$ cat src/rtl/core_pkg.sv
// Shared definitions for the store buffer: sequencer state encoding and word-address slice.
// Word addresses drop the two byte-offset bits; all address matching uses [AW-1:WORD_LSB].
package core_pkg;

    typedef enum logic [1:0] {
        SB_IDLE = 2'd0,
        SB_REQ  = 2'd1,
        SB_WAIT = 2'd2
    } sb_state_e;

    localparam int WORD_LSB = 2;

endpackage

$ cat src/rtl/sbuf_match.sv
// Parallel word-address comparator across all store-buffer entries.
// Purely combinational; invalid entries never match, byte masks are ignored.
module sbuf_match
    import core_pkg::*;
#(
    parameter int DEPTH = 4,
    parameter int AW    = 32
) (
    input  logic [AW-1:0]    entry_addr_i [DEPTH],
    input  logic [DEPTH-1:0] entry_vld_i,
    input  logic [AW-1:0]    ld_addr_i,
    output logic             conflict_o
);

    logic [DEPTH-1:0] hit;

    always_comb begin
        hit = '0;
        for (int i = 0; i < DEPTH; i++) begin
            hit[i] = entry_vld_i[i] &&
                     (entry_addr_i[i][AW-1:WORD_LSB] == ld_addr_i[AW-1:WORD_LSB]);
        end
    end

    assign conflict_o = |hit;

endmodule

$ cat src/rtl/store_buffer_ctrl.sv
// In-order store buffer: two-wide enqueue, one outstanding memory store, retire on matching finish.
// First request two edges after enqueue into an empty queue; upstream stalls while free entries < 2.
module store_buffer_ctrl
    import core_pkg::*;
#(
    parameter int DEPTH = 4,
    parameter int AW    = 32,
    parameter int DW    = 32
) (
    input  logic                     clk,
    input  logic                     rst,
    input  logic                     enqA_valid,
    input  logic [AW-1:0]            enqA_addr,
    input  logic [DW-1:0]            enqA_data,
    input  logic [DW/8-1:0]          enqA_mask,
    input  logic                     enqB_valid,
    input  logic [AW-1:0]            enqB_addr,
    input  logic [DW-1:0]            enqB_data,
    input  logic [DW/8-1:0]          enqB_mask,
    output logic                     enq_ready,
    output logic                     mem_req_valid,
    output logic [AW-1:0]            mem_req_addr,
    output logic [DW-1:0]            mem_req_data,
    output logic [DW/8-1:0]          mem_req_mask,
    input  logic                     mem_req_ready,
    input  logic                     store_finish,
    input  logic [AW-1:0]            store_fin_addr,
    input  logic [AW-1:0]            ld_check_addr,
    output logic                     ld_conflict,
    output logic [$clog2(DEPTH):0]   count,
    output logic                     fin_err
);

    localparam int PW = $clog2(DEPTH);
    localparam int CW = PW + 1;

    logic [AW-1:0]    addr_q [DEPTH];
    logic [DW-1:0]    data_q [DEPTH];
    logic [DW/8-1:0]  mask_q [DEPTH];
    logic [DEPTH-1:0] vld_q, vld_d;
    logic [PW-1:0]    wr_ptr_q, wr_ptr_d, rd_ptr_q, rd_ptr_d;
    logic [CW-1:0]    count_q, count_d;
    sb_state_e        state_q, state_d;
    logic             fin_err_q, fin_err_d;

    logic             acc_a, acc_b, head_match, pop;
    logic [CW-1:0]    enq_n;
    logic [PW-1:0]    slot_a, slot_b;

    // Readiness comes from registered occupancy only, so a same-cycle pop never raises it.
    assign enq_ready  = (count_q <= CW'(DEPTH - 2));
    assign acc_a      = enqA_valid && enq_ready;
    assign acc_b      = enqB_valid && enq_ready;
    assign enq_n      = CW'(acc_a) + CW'(acc_b);
    assign slot_a     = wr_ptr_q;
    assign slot_b     = acc_a ? wr_ptr_q + PW'(1) : wr_ptr_q;
    assign head_match = store_finish &&
                        (store_fin_addr[AW-1:WORD_LSB] == addr_q[rd_ptr_q][AW-1:WORD_LSB]);
    assign pop        = (state_q == SB_WAIT) && head_match;

    always_comb begin
        vld_d    = vld_q;
        wr_ptr_d = wr_ptr_q + enq_n[PW-1:0];
        rd_ptr_d = pop ? rd_ptr_q + PW'(1) : rd_ptr_q;
        count_d  = count_q + enq_n - CW'(pop);
        if (pop)   vld_d[rd_ptr_q] = 1'b0;
        if (acc_a) vld_d[slot_a]   = 1'b1;
        if (acc_b) vld_d[slot_b]   = 1'b1;
    end

    always_comb begin
        state_d       = state_q;
        fin_err_d     = fin_err_q;
        mem_req_valid = 1'b0;
        mem_req_addr  = '0;
        mem_req_data  = '0;
        mem_req_mask  = '0;
        case (state_q)
            SB_IDLE: if (count_q != '0) state_d = SB_REQ;
            SB_REQ: begin
                mem_req_valid = 1'b1;
                mem_req_addr  = addr_q[rd_ptr_q];
                mem_req_data  = data_q[rd_ptr_q];
                mem_req_mask  = mask_q[rd_ptr_q];
                if (mem_req_ready) state_d = SB_WAIT;
            end
            SB_WAIT: if (pop) state_d = SB_IDLE;
            default: state_d = SB_IDLE;
        endcase
        if (store_finish && !pop) fin_err_d = 1'b1;
    end

    always_ff @(posedge clk) begin
        if (rst) begin
            vld_q     <= '0;
            wr_ptr_q  <= '0;
            rd_ptr_q  <= '0;
            count_q   <= '0;
            state_q   <= SB_IDLE;
            fin_err_q <= 1'b0;
        end else begin
            vld_q     <= vld_d;
            wr_ptr_q  <= wr_ptr_d;
            rd_ptr_q  <= rd_ptr_d;
            count_q   <= count_d;
            state_q   <= state_d;
            fin_err_q <= fin_err_d;
        end
    end

    // Payload storage needs no reset; the valid vector qualifies every use.
    always_ff @(posedge clk) begin
        if (acc_a) begin
            addr_q[slot_a] <= enqA_addr;
            data_q[slot_a] <= enqA_data;
            mask_q[slot_a] <= enqA_mask;
        end
        if (acc_b) begin
            addr_q[slot_b] <= enqB_addr;
            data_q[slot_b] <= enqB_data;
            mask_q[slot_b] <= enqB_mask;
        end
    end

    sbuf_match #(
        .DEPTH(DEPTH),
        .AW   (AW)
    ) u_match (
        .entry_addr_i(addr_q),
        .entry_vld_i (vld_q),
        .ld_addr_i   (ld_check_addr),
        .conflict_o  (ld_conflict)
    );

    assign count   = count_q;
    assign fin_err = fin_err_q;

endmodule

$ cat config.mk
export PLATFORM = sky130hd
export DESIGN_NAME = store_buffer_ctrl
export DESIGN_NICKNAME = d
export VERILOG_FILES = /design/src/rtl/core_pkg.sv /design/src/rtl/sbuf_match.sv /design/src/rtl/store_buffer_ctrl.sv
export SDC_FILE = /design/constraint.sdc
export NUM_CORES = 1
export LEC_CHECK = 0
export ABC_AREA = 1
export ABC_CLOCK_PERIOD_IN_PS = 3600
export BUFFER_PORTS_ARGS = -buffer_cell sky130_fd_sc_hd__buf_4
export CORE_UTILIZATION = 45
export DETAILED_ROUTE_END_ITERATION = 7
export GPL_TIMING_DRIVEN = 0
export PLACE_DENSITY = 0.66
export SYNTH_ARGS = -nofsm -noshare
export SYNTH_HDL_FRONTEND = slang
export SYNTH_HIERARCHICAL = 1
export SYNTH_SLANG_ARGS = --single-unit
$ cat constraint.sdc
create_clock -name clk -period 3.6 [get_ports clk]
set_input_delay 0.72 -clock clk [delete_from_list [all_inputs] [get_ports clk]]
set_output_delay 0.72 -clock clk [all_outputs]
set_load 0.02 [all_outputs]
Yosys cells after proc, flatten, opt, wreduce, memory -nomap -nowiden:

Memory sizes are Yosys's and may differ from the RTL's. A register that Yosys moved wholly into a read port is not among the register bits.
Cells that the tools add are included.

* equal/unequal tests: 10
* multiplexer cells: 37
* order comparisons: 12
* bitwise logic cells: 7
* reduce and logical (&&, ||, !) cells: 19
* add/subtract/negate cells: 6

Operators by type and width (number)
* $bwmux 128: 2
* $mux 128: 2
* $mux 32: 6
* $eq 30x30->1: 5
* $demux 32 s2: 2
* $bmux 32 s2: 1
* $mux 2: 8
* $mux 4: 4
* $logic_and 1x1->1: 14
* $ge 3x3->1 const B: 3
* $lt 2x3->1 const B: 3
* $not 2->3: 3
* $mux 1: 8
* $or 4x4->4: 2
* $demux 1 s2: 3
* $ge 2x1->1 const B: 3
* $lt 3x1->1 const B: 2
* $ne 2x2->1 const B: 3
* $pmux 2 s3: 1
* $add 2x1->2 const B: 2
* $and 4x4->4: 1
* $not 4->4: 1
* $reduce_or 4->1: 1
* $add 3x2->3: 1
* 10 further kinds: 10

* memories kept: 2
* register bits: 142
* bits in writable memories: 144

Memory list
* data_q: words 4, width 32, rd ports 1, clocked after Yosys merged registers in 1, write ports 2, RTL line store_buffer_ctrl.sv:38 `logic [DW-1:0] data_q [DEPTH];`
* mask_q: words 4, width 4, rd ports 1, clocked after Yosys merged registers in 1, write ports 2, RTL line store_buffer_ctrl.sv:39 `logic [DW/8-1:0] mask_q [DEPTH];`

Longest topological paths before layout:

* word-level depth: 12
* gate-level depth with buffers: 19
* depth with buffers taken out: 18

By module:

The synthesis kept the hierarchy.

By module, submodules not included
* store_buffer_ctrl: times used 1, cells each 2066, area each 15001.9 µm²
* sbuf_match: times used 1, cells each 544, area each 2142.1 µm²

Worst setup path before layout:

OpenSTA, ideal clock, no wires.

* kind: flip-flop to flip-flop
* start: register count_q[0] (netlist: count[0])
* end: memory data_q[0][0], enable pin
* required time: 3206 ps
* data arrival time: 2480 ps
* buffers on the path: 2
* setup slack: 725 ps
* cell stages (with the launch flop): 8
* clock period less this slack: 2875 ps
* cell sequence: dfxtp_1 a21oi_1 nand2_1 inv_1 nand2_1 clkbuf_1 clkbuf_1 nand2_1

RTL lines
* from (decl): RTL line store_buffer_ctrl.sv:42 `logic [CW-1:0] count_q, count_d;`
* from (signal assigned): RTL line store_buffer_ctrl.sv:105 `count_q <= count_d;`
* to (decl): RTL line store_buffer_ctrl.sv:38

Final worst setup path:

* start: register rd_ptr_q[1]
* end: register count_q[2] (netlist: count[2])

* longest elaborated chain between the ends: 8

Ends and longest elaborated chain
* from (decl): RTL line store_buffer_ctrl.sv:41 `logic [PW-1:0] wr_ptr_q, wr_ptr_d, rd_ptr_q, rd_ptr_d;`
* from (signal assigned): RTL line store_buffer_ctrl.sv:104 `rd_ptr_q <= rd_ptr_d;`
* $not 2->3 (not written as such): RTL line store_buffer_ctrl.sv:58 `(store_fin_addr[AW-1:WORD_LSB] == addr_q[rd_ptr_q][AW-1:WORD_LSB]);`
* $bmux 32 s2: RTL line store_buffer_ctrl.sv:58
* $mux 32 (not written as such) (2 in series): RTL line store_buffer_ctrl.sv:58
* $eq 30x30->1: RTL line store_buffer_ctrl.sv:58
* $logic_and 1x1->1: RTL line store_buffer_ctrl.sv:57 `assign head_match = store_finish &&`
* $logic_and 1x1->1: RTL line store_buffer_ctrl.sv:59 `assign pop = (state_q == SB_WAIT) && head_match;`
* $sub 3x1->3: RTL line store_buffer_ctrl.sv:65 `count_d = count_q + enq_n - CW'(pop);`

No other way between the ends. The select of a mux whose other input is x is not followed.
A chain may end at the register's enable or synchronous reset.

==> impl_metrics.ini <==
[run_status]
outcome = completed

[route]
viasPerCell = 5.49
ant_nets = 0
drt_iter0_drc = 2073
wl_per_cell_um = 22.2
drc_errors = 0
first_pass_iters = 7
dr_total_vias = 19000
routed_wirelength_um = 76700

[synth]
yosys.area_share.simple_pct = 30.4
ys_seq_area_share_pct = 42.0
syn_nets = 2829
synth_cells = 2610
synthTopCellsByCount = nand2_1 (937), o21ai_0 (501), nor2_1 (281), inv_1 (243)
synthAdderAreaFrac_pct = 0.993
yosys_warnings = 6
syn_avg_cell_area_sq_um = 6.57
synth_top_family_by_area = simple AND/OR/NAND/NOR gates
synth_edf_count = 144
yosys.cell_types.count = 29
synth_ff_type = edfxtp_1
ys_ff_latch = 288
synth_xor_area_share_pct = 0.766
yosysTopAreaCellShare_pct = 25.2
ys_top_cells_by_area = edfxtp_1 (25%), nand2_1 (21%), dfxtp_1 (17%)
yosys.area.top_type = edfxtp_1
synthMuxAreaShare_pct = 0
synth-compound-area-share_pct = 16.3
async_reset_ff_share_pct = 0
synth_most_common_cell = nand2_1
synthesis.area_sq_um = 17100

[worst_setup_path]
cp_max_fo = 10
path_class = reg -> reg
cp-end-kind = flip-flop
crit_required_ps = 4070
cp.arrival_ps = 3970
cp-start-kind = flip-flop

[global_route]
antenna_found_initial = 1
grt_usage_pct = 38.7
grt_pass1_wl_um = 110000
grt_remaining_overflow = 0
grt_pass1_vias = 17500
grt_max_degree = 31

[floorplanning]
io_pins = 281
die-width_um = 197
rows = 71
start_util_pct = 45.6
core_sq_um = 37600
die_h_um = 197
dieArea_sq_um = 38900

[sta]
fin_crit_sh_pct = 97.1
period_needed_ps = 3500
fmaxAchievable_mhz = 286
worst_pin_slew_ps = 928
finalClockSkew_ps = 14.9
maxSlewHeadroom_pct = 38.1
hold_viol_final = 0
slew_violations = 0
fin_setup_tns_ps = 0
setup_viol = 0
fin_ws_ps = 103

[cells_and_area]
syn2layout_area_growth_pct = 22.9
fillerInstances = 3769
fin_util_pct = 56.1
nets = 3144
drive_gt1_share_pct = 13.7

[clocking]
clock_latency_ps = 590
clockBufferDepth = 3
ctsHtreeMaxLevel = 1
cts-buffers-inserted = 31
clkSinkCount = 288
cts_tree = done
clk_pin_slew_ps = 60
root_buffer = clkbuf_16

[place]
gp_congestion = 1.00
dp_hpwl_um = 58200
dp_slack_ps = 96.7
portBuffers = 276

[min_path]
hp-class = in -> reg

[run]
drv_cap = 0

[power]
cellPowerDensity_nw_per_um2 = 808
irDropWorstVdd_v = 0.000445
p_leak_nw = 10.0
[layout by cell type, fill, tap and decap left out, types with 2 or more instances in the layout]
| cell type | count |
|---|---|
| a21oi_1 | 48 |
| buf_1 | 6 |
| buf_12 | 4 |
| buf_2 | 24 |
| buf_4 | 284 |
| buf_6 | 9 |
| bufinv_16 | 7 |
| clkbuf_1 | 98 |
| clkbuf_16 | 31 |
| clkbuf_2 | 2 |
| clkbuf_4 | 2 |
| clkbuf_8 | 2 |
| clkinv_1 | 5 |
| clkinv_2 | 6 |
| dfxtp_1 | 144 |
| edfxtp_1 | 144 |
| ha_1 | 12 |
| inv_1 | 243 |
| inv_2 | 20 |
| nand2_1 | 933 |
| nand2_2 | 5 |
| nand3_1 | 89 |
| nand3b_1 | 12 |
| nand4_1 | 6 |
| nor2_1 | 280 |
| nor2_2 | 3 |
| nor2_4 | 2 |
| o21ai_0 | 501 |
| o21ai_1 | 7 |
| xnor2_1 | 9 |
| xor2_1 | 6 |
[routing by layer]
layer	vias up	GRT usage [%]	share of wire, %
met5	-	0	0
met4	0	16.3	4.2
met3	179	4.64	9.5
met2	1122	65.8	47
met1	8746	49.5	39
li1	8961	-	-
[worst max-delay path, cell delays in order, from the launching register on]
cell	delay, ps
dfxtp_1	330
buf_2	180
inv_2	200
buf_6	240
nand3_1	130
nand2_1	120
nand2_1	60
nand2_1	180
nand2_1	80
nor2_1	190
nand2_1	210
nor2_4	260
nand3_4	150
nand2_1	90
nand2_1	50
ha_1	200
fa_1	450
o21ai_0	190
a21oi_1	50
[state kept, by name (all words and copies together), names as in the netlist, named ones only]
| register | count |
|---|---|
| addr_q | 128 |
| count | 3 |
| data_q | 128 |
| fin_err | 1 |
| mask_q | 16 |
| rd_ptr_q | 2 |
| slot_a | 2 |
| state_q | 2 |
| vld_q | 4 |
[cell families (layout without fill, tap and decap cells)]
kind of cell	Yosys count	in the layout
XOR/XNOR	15	15
flip-flops	288	288
other	0	1
buffers and inverters	404	744
adder cells (fa/ha/maj)	13	13
AND/OR/NAND/NOR	1333	1333
AO/OA/AOI/OAI	557	557
[path summary, 6_finish.rpt]
path	start	to	slack (ps)	cells past startpoint
max	rd_ptr_q[1]	count[2]	100	18
min	rst	state_q[0]	330	2
max reg2reg	rd_ptr_q[1]	count[2]	100	18
min reg2reg	fin_err	fin_err	480	2
[cell type report]
cell class | instances | area (sq um) | share of cell area (%)
well taps | 511 | 639 | 3.03
clock buffers | 41 | 833 | 3.95
inverters | 265 | 996 | 4.73
plain buffers | 138 | 644 | 3.06
multi-input cells | 1918 | 8320 | 39.5
flip-flops and latches | 288 | 7210 | 34.2
clock inverters | 17 | 259 | 1.23
repair buffers | 283 | 2170 | 10.3
diodes | 1 | 2.50 | 0.0119
[what timing repair did]
action | in CTS | in global routing
gates resized for setup | 1 | 9
pin swaps | 0 | 1
hold buffers | 0 | 0
setup buffers | 0 | 3
endpoints found under the setup margin | 2 | 16
cloned | 0 | 0
[stage by stage]
stage	total power, mW	hold slack [ps]	cell area, sq um	instances
floorplan	10.2	427	17100	2610
global placement	13.1	453	19900	3397
detailed placement	13.4	463	19900	3401
CTS	16.8	313	21000	3459
global route	18.0	316	21100	3461
finish	17.0	327	21100	3462
[report_power, final]
group	total (mW)	internal (mW)	switching, mW
Combinational	7.37	2.37	4.99
Sequential	6.17	5.03	1.14
Clock	3.49	2.12	1.37
Total	17.0	9.52	7.51
Power figures use the tool's default switching activity.
